$ cat src/rtl/stopwatch_ctrl.sv
// stopwatch_ctrl: start/stop/lap/clear sequencer for a 4-digit BCD counter chain.
// Define STOPWATCH_CTRL_OVF_STOP_EN to pause at 9999 instead of wrapping.
module stopwatch_ctrl #(
   parameter int TICK_DIV        = 5000000,
   parameter int DEBOUNCE_CYCLES = 500000
) (
   input  logic        iClk,
   input  logic        iRst,
   input  logic        iStartStop_n,
   input  logic        iLap_n,
   input  logic        iClear_n,
   input  logic [15:0] iDigits,
   output logic        oCountEn,
   output logic        oClear,
   output logic [15:0] oDisplay,
   output logic [1:0]  oState
);
   localparam int PW = (TICK_DIV > 1) ? $clog2(TICK_DIV) : 1;
   localparam int DW = $clog2(DEBOUNCE_CYCLES + 1);
   typedef enum logic [1:0] {IDLE = 2'b00, RUN = 2'b01, PAUSE = 2'b10, LAP = 2'b11} state_t;
   state_t             state, nstate;
   logic [2:0]         btn, acc, ev;
   logic [2:0][1:0]    sync;
   logic [2:0][DW-1:0] cnt;
   logic [PW-1:0]      pre, pre_nx;
   logic [15:0]        lap_q, lap_nx, disp_nx;
   logic               clr_ev, ss_ev, lap_ev, active, due, ovf, clr_nx, cen_nx;

   assign btn = {iClear_n, iStartStop_n, iLap_n};

   // bit 2 clear, bit 1 start/stop, bit 0 lap; ev pulses on an accepted press
   always_ff @(posedge iClk)
      if (iRst) begin
         sync <= '1;
         acc  <= '1;
         cnt  <= '0;
         ev   <= '0;
      end else begin
         for (int i = 0; i < 3; i++) begin
            sync[i] <= {sync[i][0], btn[i]};
            ev[i]   <= 1'b0;
            if (sync[i][1] == acc[i])
               cnt[i] <= '0;
            else if (cnt[i] == DW'(DEBOUNCE_CYCLES - 1)) begin
               cnt[i] <= '0;
               acc[i] <= ~acc[i];
               ev[i]  <= acc[i];
            end else
               cnt[i] <= cnt[i] + 1'b1;
         end
      end

   assign clr_ev = ev[2];
   assign ss_ev  = ev[1] & ~ev[2];
   assign lap_ev = ev[0] & ~|ev[2:1];
   assign active = state == RUN || state == LAP;
   assign due    = active && pre == PW'(TICK_DIV - 1);
`ifdef STOPWATCH_CTRL_OVF_STOP_EN
   assign ovf = due && iDigits == 16'h9999;
`else
   assign ovf = 1'b0;
`endif

   always_ff @(posedge iClk)
      if (iRst) begin
         state    <= IDLE;
         pre      <= '0;
         lap_q    <= '0;
         oCountEn <= 1'b0;
         oClear   <= 1'b0;
         oDisplay <= '0;
      end else begin
         state    <= nstate;
         pre      <= pre_nx;
         lap_q    <= lap_nx;
         oCountEn <= cen_nx;
         oClear   <= clr_nx;
         oDisplay <= disp_nx;
      end

   always_comb begin
      nstate = state;
      unique case (state)
         IDLE:  nstate = ss_ev ? RUN : IDLE;
         RUN:   nstate = ss_ev ? PAUSE : lap_ev ? LAP : RUN;
         LAP:   nstate = ss_ev ? PAUSE : lap_ev ? RUN : LAP;
         PAUSE: nstate = clr_ev ? IDLE : ss_ev ? RUN : PAUSE;
      endcase
      if (ovf)
         nstate = PAUSE;
   end

   // a wrap on the edge that leaves RUN/LAP is swallowed rather than ticked
   always_comb begin
      clr_nx  = clr_ev && (state == IDLE || state == PAUSE);
      cen_nx  = due && !ovf && (nstate == RUN || nstate == LAP);
      pre_nx  = (clr_nx || ovf) ? '0 : !active ? pre : due ? '0 : pre + 1'b1;
      lap_nx  = (state == RUN && lap_ev) ? iDigits : lap_q;
      disp_nx = (state == LAP) ? lap_q : iDigits;
   end

   assign oState = state;
endmodule

$ cat config.mk
export PLATFORM = sky130hd
export DESIGN_NAME = stopwatch_ctrl
export DESIGN_NICKNAME = d
export VERILOG_FILES = /design/src/rtl/stopwatch_ctrl.sv
export SDC_FILE = /design/constraint.sdc
export NUM_CORES = 1
export LEC_CHECK = 0
export BUFFER_PORTS_ARGS = -buffer_cell sky130_fd_sc_hd__buf_2
export CAP_MARGIN = 20
export CORE_ASPECT_RATIO = 1.1
export CORE_MARGIN = 2
export CORE_UTILIZATION = 30
export CTS_BUF_LIST = sky130_fd_sc_hd__clkbuf_4 sky130_fd_sc_hd__clkbuf_8
export DETAILED_ROUTE_END_ITERATION = 12
export PLACE_DENSITY = 0.47
export SLEW_MARGIN = 0
export SYNTH_ARGS = -nofsm -noshare
export SYNTH_HDL_FRONTEND = slang
export SYNTH_SLANG_ARGS = --single-unit
$ cat constraint.sdc
create_clock -name iClk -period 1.9 [get_ports iClk]
set_input_delay 0.38 -clock iClk [delete_from_list [all_inputs] [get_ports iClk]]
set_output_delay 0.38 -clock iClk [all_outputs]
set_load 0.03 [all_outputs]
# After elaboration in Yosys (flattened, before gate mapping)
# Index checks and enable logic that the tools add are counted.
# W data, S select, Z words.
# classes
add_sub_neg	4
eq_ne	12
mux	10
bitwise_logic	12
reduce_logical	20
# op_table
operator	n
$add A19 B1 Y19 const B	3
$eq A19 B19 Y1 const B	3
$add A23 B1 Y23 const B	1
$eq A23 B23 Y1 const B	1
$mux W23	1
$reduce_or A3 Y1	6
$mux W16	1
$mux W2	6
$not A1 Y1	10
$pmux W2 S4	1
$eq A2 B2 Y1 const B	3
$reduce_and A2 Y1	3
$eq A2 B1 Y1 const B	2
$logic_and A1 B1 Y1	4
$reduce_or A2 Y1	2
$eq A1 B1 Y1	3
$logic_or A1 B1 Y1	3
$and A1 B1 Y1	2
$logic_not A2 Y1	1
$logic_not A1 Y1	1
$mux W1	1
# word_totals
ff_bits	128
inputBits	21
out_inout_bits	20

# Depth between registers and ports, before layout
# logic_depth
ltp_word	9
ltp_mapped	7

# Worst setup path after synthesis
# Ideal clock, no wire load.
# synth_path
path_type	reg-to-reg
start	reg state[0] (netlist: oState[0])
end	reg lap_q[10]
arrival_ns	1.819
slack_ns	-0.046
stages_incl_launch_ff	8
path_buffers	3
period_less_slack_ns	1.946
path_cell_list	dfxtp_1 > buf_2 > inv_1 > nor4b_1 > buf_2 > buf_2 > mux2i_1 > nor2_1
# synth_between
elab_chain_len	2
# synth_lines
element	line	text
start: declaration	21	state_t state, nstate;
start signal: assignment	73	state <= nstate;
$eq A2 B1 Y1	98	lap_nx = (state == RUN && lap_ev) ? iDigits : lap_q;
$logic_and A1 B1 Y1	98	
end signal: assignment	75	lap_q <= lap_nx;
end: declaration	26	logic [15:0] lap_q, lap_nx, disp_nx;
# Every way passes these cells.
# A chain may end at the register's enable or synchronous reset.

# Worst setup path after layout
# layout_path
start	reg cnt[48] (netlist bit)
end	reg cnt[54] (netlist bit)
# layout_between
elab_chain_len	2
word_cells_on_any_way	3
cone_classes	add/sub: 1; eq/ne: 1; reduce/logical: 1
# layout_lines
element	line	text
start: declaration	24	logic [2:0][DW-1:0] cnt;
start signal: indexed assignment	49	cnt[i] <= cnt[i] + 1'b1;
parallel branches: the longest is 2 deep, another holds $add A19 B1 Y19	--	
# Parallel ways; which one is timed is not known.

==> results.cfg <==
[global_route]
antenna_found_initial = 0
overflow = 0
grtUsageTotal_pct = 12.9
grt_start_max_net_pins = 24
grt_pass1_wl_um = 20500
first_global_vias = 4433

[yosys]
synth_async_sr_flop_share_pct = 0
post-synth-top-count-cell = sky130_fd_sc_hd__dfxtp_1
synth_compound_gate_area_share_pct = 9.73
synthTopCellsByCount = sky130_fd_sc_hd__dfxtp_1 (128), sky130_fd_sc_hd__nor2_1 (81), sky130_fd_sc_hd__nand2_1 (70)
yosys.area_share.simple_pct = 28.4
synth_flop_cell = sky130_fd_sc_hd__dfxtp_1
number_of_flops_mapped_to_enable_cells_by_yosys = 0
mux_contribution_to_synthesized_area_pct = 2.95
number_of_flip_flops_and_latches_in_the_synthesized_netlist = 128
synth_fa_ha_area_share_pct = 0.922
synth_top_area_share_pct = 47.2
syn-instance-count = 627
synthesis.area_per_instance_um2 = 8.66
synthXorXnorAreaFrac_pct = 7.58
netlist.top_cell.by_area = sky130_fd_sc_hd__dfxtp_1
mappedNetlistNets = 652
synth_cell_type_count = 43
mappedNetlistArea_um2 = 5430
main_combinational_cell_family_by_area_after_synthesis = simple AND/OR/NAND/NOR gates
yosys-top-cells-area = sky130_fd_sc_hd__dfxtp_1 (47%), sky130_fd_sc_hd__nor2_1 (5.6%), sky130_fd_sc_hd__nand2_1 (4.8%)
synth_warnings = 0
yosysSeqAreaShare_pct = 47.2

[placement]
port_buffers = 40
dp_cells = 929
placedInstanceArea_um2 = 6240
placed_wire_length_estimate_um = 8350
gp_congestion = 0.830

[outcome]
violations = negative setup slack
status = finished, violations left

[clock_network]
tritoncts = yes
cts_num_sinks = 128
clockBufferDepth = 2
insertion_delay_ns = 0.44
numCtsBuffers = 17
clockRootBuffer = sky130_fd_sc_hd__clkbuf_8
cts.repair_timing.setup_buffer_count = 0
h_tree_levels = 4
cts.reportedPaths.clkPinSlew_ns = 0.07

[detailed_routing]
drt-total-wl_um = 11700
drt-initial-drc-count = 229
drt-pass1-iter-count = 4
post_drt_antenna_nets = 0
drcViolationCount = 0
vias_per_cell = 4.70
wl_per_cell_um = 12.2
dr_total_vias = 4517

[finish]
sequential_cell_area_um2 = 2570
layout-drive-gt1-share_pct = 21.0
total_area_of_multi_input_combinational_cells_um2 = 2710
num_antenna_cells = 0
post_layout_nonfiller_instances = 961
fillers = 1848
final_net_count = 735
syn_to_final_growth_pct = 24.2
design_area_um2 = 6740

[sta]
fin_ws_ns = -0.00247
max_clock_freq_ghz = 0.526
slew_viol_final = 0
grt_setup_unrepaired = yes
timing.setup.tns_ns = -0.00247
setup_violations = 1
fin_worst_skew_ns = 0.00699
post-route-min-period_ns = 1.90
slew-limit-headroom_pct = 70.1
tightestPinTransition_ns = 0.446
hold_viol_final = 0
layout_worst_path_cycle_share_pct = 100

[critical_path]
reg2regPathDepth = 5
worstPathMaxFanout = 19
timing.critical_path.arrival_ns = 2.22
r2r_setup_slk_ns = -0.002
cp_data_required_time_ns = 2.22
rr_startpoint = cnt[48]
worst-setup-path-type = reg2reg
end_kind = register
setup.worst_path.start_class = register
worstReg2RegEnd = cnt[54]

[worst_hold_path]
holdPathStages = 2
worst_hold_path.endpoint = sync[2]
min_path_type = in2reg
min_delay_src = iStartStop_n

[die]
fp.dieW_um = 132
core_area_um2 = 17700
die-height_um = 145
design.portCount = 41
die-area_um2 = 19200
num_rows = 51
initial_util_pct = 30.6

[power]
ir_worst_vdd_uv = 500
power_density_nw_per_um2 = 842
power.leakage_nw = 2.33

[job]
drv_cap = 0
==> timing repair <==
item                                    4_1_cts  5_1_grt
gates cloned                                  0        0
endpoints found under the setup margin        2       44
hold buffers                                  0        0
resized for setup                             0        8
==> critical path, cell delays in order, from the launching register on <==
cell	delay, ns
sky130_fd_sc_hd__dfxtp_2	0.32
sky130_fd_sc_hd__or4b_4	0.53
sky130_fd_sc_hd__or4_4	0.55
sky130_fd_sc_hd__o21ai_4	0.16
sky130_fd_sc_hd__buf_12	0.17
sky130_fd_sc_hd__a21oi_1	0.05
==> cell usage in the layout, fill, tap and decap left out, types with 7 or more instances in the layout <==
cell type                  Yosys  final
sky130_fd_sc_hd__a21oi_1      48     48
sky130_fd_sc_hd__xor2_1       24     24
sky130_fd_sc_hd__and3_1        9      9
sky130_fd_sc_hd__or3_1        15     15
sky130_fd_sc_hd__xnor2_1      23     23
sky130_fd_sc_hd__o31ai_1      11     11
sky130_fd_sc_hd__nor4_1       10     10
sky130_fd_sc_hd__nor3_1        8      8
sky130_fd_sc_hd__nand2_1      70     70
sky130_fd_sc_hd__nand4_1      20     20
sky130_fd_sc_hd__clkbuf_8      0     17
sky130_fd_sc_hd__nor4b_1       8      7
sky130_fd_sc_hd__mux2i_1      16     16
sky130_fd_sc_hd__inv_1        17     17
sky130_fd_sc_hd__buf_2         5     40
sky130_fd_sc_hd__nor2_1       81     81
sky130_fd_sc_hd__or4_1        13     13
sky130_fd_sc_hd__buf_4         1     45
sky130_fd_sc_hd__o21ai_0      16     16
sky130_fd_sc_hd__dfxtp_1     128    123
sky130_fd_sc_hd__or2_2        11     10
sky130_fd_sc_hd__nand3_1      34     34
==> cells by family after synthesis <==
kind of cell               count (synthesis)
DFF                                      128
AOI/OAI and AO/OA                         88
muxes                                     16
and+or+nand+nor                          302
xor gates and xnor gates                  47
buffers and inverters                     42
adders and majority gates                  4
==> flip-flops by register name, indices dropped and copies added (netlist names) <==
| register | flops |
|---|---|
| lap_q | 16 |
| oState | 2 |
| oCountEn | 1 |
| sync | 6 |
| pre | 23 |
| acc | 3 |
| oClear | 1 |
| oDisplay | 16 |
| cnt | 57 |
| ev | 3 |
==> how the worst max path moves through the flow <==
stage,endpoint,slack [ns],cells after the start,startpoint
after CTS,cnt[54],-0.01,5,cnt[48]
after detailed placement,cnt[54],-0.002,5,cnt[48]
after floorplan,cnt[48],-0.03,5,cnt[49]
after global placement,cnt[55],0.04,5,cnt[48]
after global routing,cnt[54],-0.06,5,cnt[48]
final,cnt[54],-0.002,5,cnt[48]
==> area by class of cell <==
| cell class | instances | share of cell area, % |
|---|---|---|
| clock buffers | 18 | 3.58 |
| clock inverters | 14 | 3.54 |
| inverters | 17 | 0.947 |
| multi-input cells | 457 | 40.2 |
| flip-flops and latches | 128 | 38.1 |
| well taps | 238 | 4.42 |
| repair buffers | 89 | 9.17 |
==> through the flow <==
step	total power, mW	hold slack (ns)	worst slack, ns	util, %
2_1_floorplan	2.87	0.389	-0.0284	-
3_3_place_gp	2.94	0.394	0.0405	35.2
3_5_place_dp	2.94	0.396	-0.00175	35.2
4_1_cts	5.77	0.0807	-0.0118	37.9
5_1_grt	5.91	0.0864	-0.0569	38.0
6_report	5.67	0.119	-0.00247	38.0
==> layer usage <==
layer	part of all wire (%)	global-route usage, %
met5	0	0
met4	1.6	4.95
met3	2.8	3.84
met2	49	21.7
met1	47	15.4
==> power breakdown <==
group	total, mW	switching [mW]	internal (mW)
logic	0.161	0.104	0.0572
clock network	2.80	1.09	1.71
registers	2.72	0.00843	2.71
total	5.67	1.20	4.47
(Power assumes the default switching activity.)
